### config.mk
export PLATFORM = sky130hd
export DESIGN_NAME = instr_encoder_loader
export DESIGN_NICKNAME = d
export VERILOG_FILES = /design/src/rtl/isa_pkg.sv /design/src/rtl/sync_fifo.sv /design/src/rtl/instr_encoder_loader.sv
export SDC_FILE = /design/constraint.sdc
export NUM_CORES = 1
export LEC_CHECK = 0
export ABC_AREA = 1
export CORE_MARGIN = 1.5
export CORE_UTILIZATION = 45
export CTS_BUF_LIST = sky130_fd_sc_hd__clkbuf_4 sky130_fd_sc_hd__clkbuf_8 sky130_fd_sc_hd__clkbuf_16
export DETAILED_ROUTE_END_ITERATION = 8
export PLACE_DENSITY = 0.77
export SLEW_MARGIN = 10
export SYNTH_ARGS = -nofsm -noshare
export SYNTH_HDL_FRONTEND = slang
export SYNTH_SLANG_ARGS = --single-unit
### constraint.sdc
create_clock -name clk -period 4.1 [get_ports clk]
set_clock_uncertainty 0.1 [all_clocks]
set_input_delay 1.025 -clock clk [delete_from_list [all_inputs] [get_ports clk]]
set_output_delay 1.025 -clock clk [all_outputs]
set_load 0.02 [all_outputs]
### src/rtl/isa_pkg.sv
// Shared 9-bit instruction format: mnemonic encodings and field widths used by
// both the loader (encoder side) and the CTRL decoder.
package isa_pkg;

  localparam int OPC_W   = 3;
  localparam int OPND_W  = 6;
  localparam int INSTR_W = OPC_W + OPND_W;

  typedef enum logic [OPC_W-1:0] {
    MN_ADD = 3'b000,
    MN_SUB = 3'b001,
    MN_LDR = 3'b100,
    MN_STR = 3'b101,
    MN_BRZ = 3'b111
  } mnemonic_t;

  typedef enum logic [1:0] {
    ST_IDLE,
    ST_LOAD,
    ST_DRAIN,
    ST_DONE
  } load_state_t;

  // 010, 011 and 110 are unassigned opcodes.
  function automatic logic is_legal(input logic [OPC_W-1:0] mnem);
    case (mnem)
      MN_ADD, MN_SUB, MN_LDR, MN_STR, MN_BRZ: is_legal = 1'b1;
      default:                                is_legal = 1'b0;
    endcase
  endfunction

endpackage

### src/rtl/sync_fifo.sv
// Small registered FIFO with a synchronous flush; no read-before-write bypass,
// so a pushed entry becomes visible at the head one cycle later.
module sync_fifo #(
  parameter int WIDTH = 11,
  parameter int DEPTH = 4
) (
  input  logic             clk,
  input  logic             rst_n,
  input  logic             flush,
  input  logic             push,
  input  logic             pop,
  input  logic [WIDTH-1:0] wdata,
  output logic [WIDTH-1:0] rdata,
  output logic             full,
  output logic             empty
);

  localparam int PTR_W = $clog2(DEPTH);

  logic [WIDTH-1:0] mem [DEPTH];
  logic [PTR_W-1:0] wr_ptr, rd_ptr;
  logic [PTR_W:0]   count;
  logic             do_push, do_pop;

  always_comb begin
    full    = (count == (PTR_W+1)'(DEPTH));
    empty   = (count == '0);
    do_push = push && !full;
    do_pop  = pop && !empty;
    rdata   = mem[rd_ptr];
  end

  always_ff @(posedge clk) begin
    if (do_push) mem[wr_ptr] <= wdata;
  end

  // Pointers wrap naturally because DEPTH is a power of two.
  always_ff @(posedge clk or negedge rst_n) begin
    if (!rst_n) begin
      wr_ptr <= '0;
      rd_ptr <= '0;
      count  <= '0;
    end else if (flush) begin
      wr_ptr <= '0;
      rd_ptr <= '0;
      count  <= '0;
    end else begin
      if (do_push) wr_ptr <= wr_ptr + PTR_W'(1);
      if (do_pop)  rd_ptr <= rd_ptr + PTR_W'(1);
      case ({do_push, do_pop})
        2'b10:   count <= count + (PTR_W+1)'(1);
        2'b01:   count <= count - (PTR_W+1)'(1);
        default: count <= count;
      endcase
    end
  end

endmodule

### src/rtl/instr_encoder_loader.sv
// Packs {mnemonic, operand} into 9-bit words and streams them through a small
// FIFO into instruction memory at consecutive addresses starting at base_addr.
module instr_encoder_loader
  import isa_pkg::*;
#(
  parameter int ADDR_W = 8,
  parameter int DEPTH  = 4
) (
  input  logic               clk,
  input  logic               rst_n,
  input  logic               start,
  input  logic [ADDR_W-1:0]  base_addr,
  input  logic               in_valid,
  output logic               in_ready,
  input  logic [OPC_W-1:0]   in_mnem,
  input  logic [OPND_W-1:0]  in_operand,
  input  logic               in_last,
  output logic               imem_we,
  input  logic               imem_ready,
  output logic [ADDR_W-1:0]  imem_addr,
  output logic [INSTR_W-1:0] imem_wdata,
  output logic               busy,
  output logic               done,
  output logic               err_illegal,
  output logic               err_ovf,
  output logic [ADDR_W:0]    word_count
);

  localparam int FW = INSTR_W + 2;
  localparam logic [ADDR_W-1:0] ADDR_MAX = '1;

  load_state_t        state;
  logic [ADDR_W-1:0]  addr;
  logic [ADDR_W:0]    count;
  logic               ill_q, ovf_q;

  logic               fifo_full, fifo_empty;
  logic [FW-1:0]      head, entry;
  logic               active, legal, accept, push, pop, write_ok, overflow;

  // Entry layout {wdata, last, nowrite}; a nowrite entry only carries the last flag.
  always_comb begin
    active     = (state == ST_LOAD) || (state == ST_DRAIN);
    legal      = is_legal(in_mnem);
    in_ready   = !fifo_full && (state == ST_LOAD) && !ovf_q;
    accept     = in_valid && in_ready;
    push       = accept && (legal || in_last);
    entry      = {in_mnem, in_operand, in_last, !legal};
    imem_we    = active && !fifo_empty && !head[0];
    write_ok   = imem_we && imem_ready;
    pop        = active && !fifo_empty && (head[0] || imem_ready);
    overflow   = write_ok && (addr == ADDR_MAX) && !head[1];
    imem_wdata = imem_we ? head[FW-1:2] : '0;
    imem_addr  = addr;
    busy       = active;
    done       = (state == ST_DONE);
    err_illegal = ill_q;
    err_ovf    = ovf_q;
    word_count = count;
  end

  sync_fifo #(.WIDTH(FW), .DEPTH(DEPTH)) u_fifo (
    .clk   (clk),
    .rst_n (rst_n),
    .flush (overflow),
    .push  (push),
    .pop   (pop),
    .wdata (entry),
    .rdata (head),
    .full  (fifo_full),
    .empty (fifo_empty)
  );

  // Address saturates at the top of imem; an overflowing write ends the load.
  always_ff @(posedge clk or negedge rst_n) begin
    if (!rst_n) begin
      state <= ST_IDLE;
      addr  <= '0;
      count <= '0;
      ill_q <= 1'b0;
      ovf_q <= 1'b0;
    end else begin
      if (accept && !legal) ill_q <= 1'b1;
      if (write_ok) begin
        count <= count + (ADDR_W+1)'(1);
        if (addr != ADDR_MAX) addr <= addr + ADDR_W'(1);
      end
      case (state)
        ST_IDLE, ST_DONE: begin
          if (start) begin
            state <= ST_LOAD;
            addr  <= base_addr;
            count <= '0;
            ill_q <= 1'b0;
            ovf_q <= 1'b0;
          end
        end
        ST_LOAD: begin
          if (overflow) begin
            ovf_q <= 1'b1;
            state <= ST_DONE;
          end else if (accept && in_last) begin
            state <= ST_DRAIN;
          end
        end
        ST_DRAIN: begin
          if (overflow) begin
            ovf_q <= 1'b1;
            state <= ST_DONE;
          end else if (fifo_empty) begin
            state <= ST_DONE;
          end
        end
        default: state <= ST_IDLE;
      endcase
    end
  end

endmodule

==> impl_results.md <==
- Final Util: around 57%
- Final Hold Fails: 0
- Root buf cell: clkbuf_8
- CP Max Fanout: 13
- Commonest non-fill, non-tap cell in the layout: nand2_1
- Final #Nets: 487
- Most frequent cells in the layout: nand2_1 (81), nor2_1 (78), clkdlybuf4s50_1 (54)
- Syn Area/Cell: approximately 9 µm²
- Maximum clock insertion buffer count: 2
- Distinct cell type count after synthesis: 30
- Hold-fix buffers at CTS: 0
- Synth Area in Compound Gates: 8.54%
- Iter 0 DRT Violations: about 160
- DR vias/cell: 5.05
- Post-DP HPWL: between 5000 and 6000 µm
- Data required, critical path: between 2 and 3 ns
- Synth top area cells: edfxtp_1 (37%), dfrtp_1 (20%), nand2_1 (8.6%), nor2_1 (8.3%), o21ai_0 (4.8%)
- Max Cap Viol: 0
- Row cnt: 32
- Final total power: ~3.2 mW
- Die area: about 0.0084 mm²
- Worst hold start: err_illegal
- Crit start category: register
- Fmax: ~270 MHz
- FF-to-FF Start: u_fifo.rd_ptr[1]
- # clock sinks: 72
- DIE WIDTH: slightly above 90 µm
- Post-synth net total: approximately 430
- H-tree Lvls: 3
- Worst hold slack: 0.432 ns
- Setup violators final: 0
- Post-cts resize count: 0
- Setup crit start: u_fifo.rd_ptr[1]
- Max-slew violations: 0
- Pwr Density: 732 mW/mm²
- ANT nets after route: 0
- First-pass GRT wire length: around 13,000 µm
- Class of the worst hold path: reg -> reg
- Area grow syn2layout: 24.6%
- Critical path start-end classification: reg -> out
- Clk slew on worst S/H paths: 0.08 ns
- Yosys reg bits: 72
- Seq/Total Area, Yosys: a little under three fifths
- Placeable Area: slightly below 0.008 mm²
- Ports: 55
- Total number of yosys warnings: 0
- Clock Latency Late Sink: 0.34 ns
- Drt drc: 0
- Die height: roughly 90 µm
- Largest net degree at the start of global routing: 29
- Share of cells above drive strength 1: roughly 7.6%
- Largest family of logic cells by synthesized area: simple AND/OR/NAND/NOR gates
- Setup slack, reg-to-reg: 1.40 ns
- IO buf count: 54
- Top cell type's share of synthesized area: 37.3%
- Wirelength per Cell: roughly 14 µm
- Drt pass-1 iters: 5
- Peak VDD IR: ~340 µV
- Routed WL: between 7000 and 8000 µm
- Antenna Diode Count: 0
- WP data arrival: around 2.7 ns
- Total CTS buffers: 9
- Final setup TNS: 0 ns
- Final min period: roughly 3.8 ns
- Grt ovf: 0
- CTS tree: built
- Via count: between 2,000 and 3,000
- Crit share post-route: slightly above 90%
- Status: finished, final reports clean
- RSZ-0062 raised after global routing: no
- Multiplexer area fraction after synthesis: less than 1%
- Post-CTS Setup Bufs: 0
- Yosys top cell by area: edfxtp_1
- Synth Area in Simple Gates: 22.0%
- Slew headroom: about two thirds
- Syn Inst Count: about 390
- CP Capture Type: output port
- Initial antenna violation count: 0
- Total GRT Usage: between 10% and 20%
- Initial Util: between 40% and 50%
- Vias in the first global route: 2,830
- Synth Area in Adders: 3.74%
- Post-Synth XOR/XNOR Area: between 2 and 2.5%
- Tightest Pin Transition: about 0.48 ns
- Cell leakage power: between 1.5 and 2 nW
- Routability cong.: 0.776
- Syn Std Cell Area: 0.00355 mm²
==> worst paths after layout <==
path,end,cells past startpoint
max,imem_wdata[5],6
min,err_illegal,2
max reg2reg,u_fifo.count[2],13
min reg2reg,err_illegal,2
max in group asynchronous,u_fifo.rd_ptr[1],2
min in group asynchronous,imem_addr[4],2
==> per-layer routing <==
metal | vias up | part of all wire [%] | GRT usage, %
met2 | 52 | 52 | 33.6
met1 | 1370 | 43 | 23.9
met3 | 10 | 3.4 | 3.57
li1 | 1400 | - | -
met5 | - | 0 | 0
met4 | 0 | 1.6 | 8.72
==> worst max-delay path, cell delays in order, from the launching register on <==
cell	delay [ns]
dfrtp_1	0.55
inv_1	0.42
nand3_1	0.15
nand2_2	0.14
nand2_2	0.19
a21oi_1	0.22
clkdlybuf4s50_1	0.63
==> cell type report <==
class | instances | area, µm²
clock buffers | 9 | 124
clock inverters | 7 | 86.3
fillers | 664 | 3270
inverters | 45 | 169
multi-input cells | 266 | 1310
flip-flops and latches | 72 | 2020
well taps | 102 | 128
repair buffers | 60 | 586
==> cells in the mapped netlist <==
cell type and number:
o211ai_1 1, nand3_2 1, nor2_1 78, buf_6 1
buf_2 4, a31oi_1 1, o21a_1 1, inv_2 3
nand4_1 4, ha_1 9, mux2i_1 1, nor3_1 2
nor2_2 2, nor2_4 1, inv_1 41, a21oi_2 3
o21ai_0 34, nand3_1 17, nand3_4 1, nand2_2 2
clkinv_1 1, xnor2_1 2, dfrtp_1 28, buf_1 1
nand2_1 81, clkbuf_1 4, edfxtp_1 44, xor2_1 7
fa_1 1, a21oi_1 17
==> metrics by stage <==
step	cell area, µm²	std cells	setup slack (ns)
finish	4420	561	0.328
global route	4420	561	0.182
CTS	4420	561	0.319
detailed placement	4210	545	0.713
global placement	4210	545	0.780
floorplan	3550	393	1.34
==> cells by family (layout without fill, tap and decap cells) <==
group	Yosys count	count (layout)
xor+xnor	9	9
fa+ha+maj	10	10
mux	1	1
compound gates	57	57
buf+inv	55	121
simple gates	189	189
flops	72	72
==> flip-flops by register name (all words and copies together), names as in the netlist <==
register       cells
imem_addr          8
word_count         9
state              2
u_fifo.wr_ptr      2
u_fifo.count       3
err_illegal        1
u_fifo.mem        44
u_fifo.rd_ptr      2
err_ovf            1
==> power by group <==
part           switching (mW)  total (mW)  internal, mW
clock                   0.298       0.593         0.295
combinational           0.961        1.56         0.603
sequential              0.161        1.08         0.915
total                    1.42        3.23          1.81
Power figures use the tool's default switching activity.
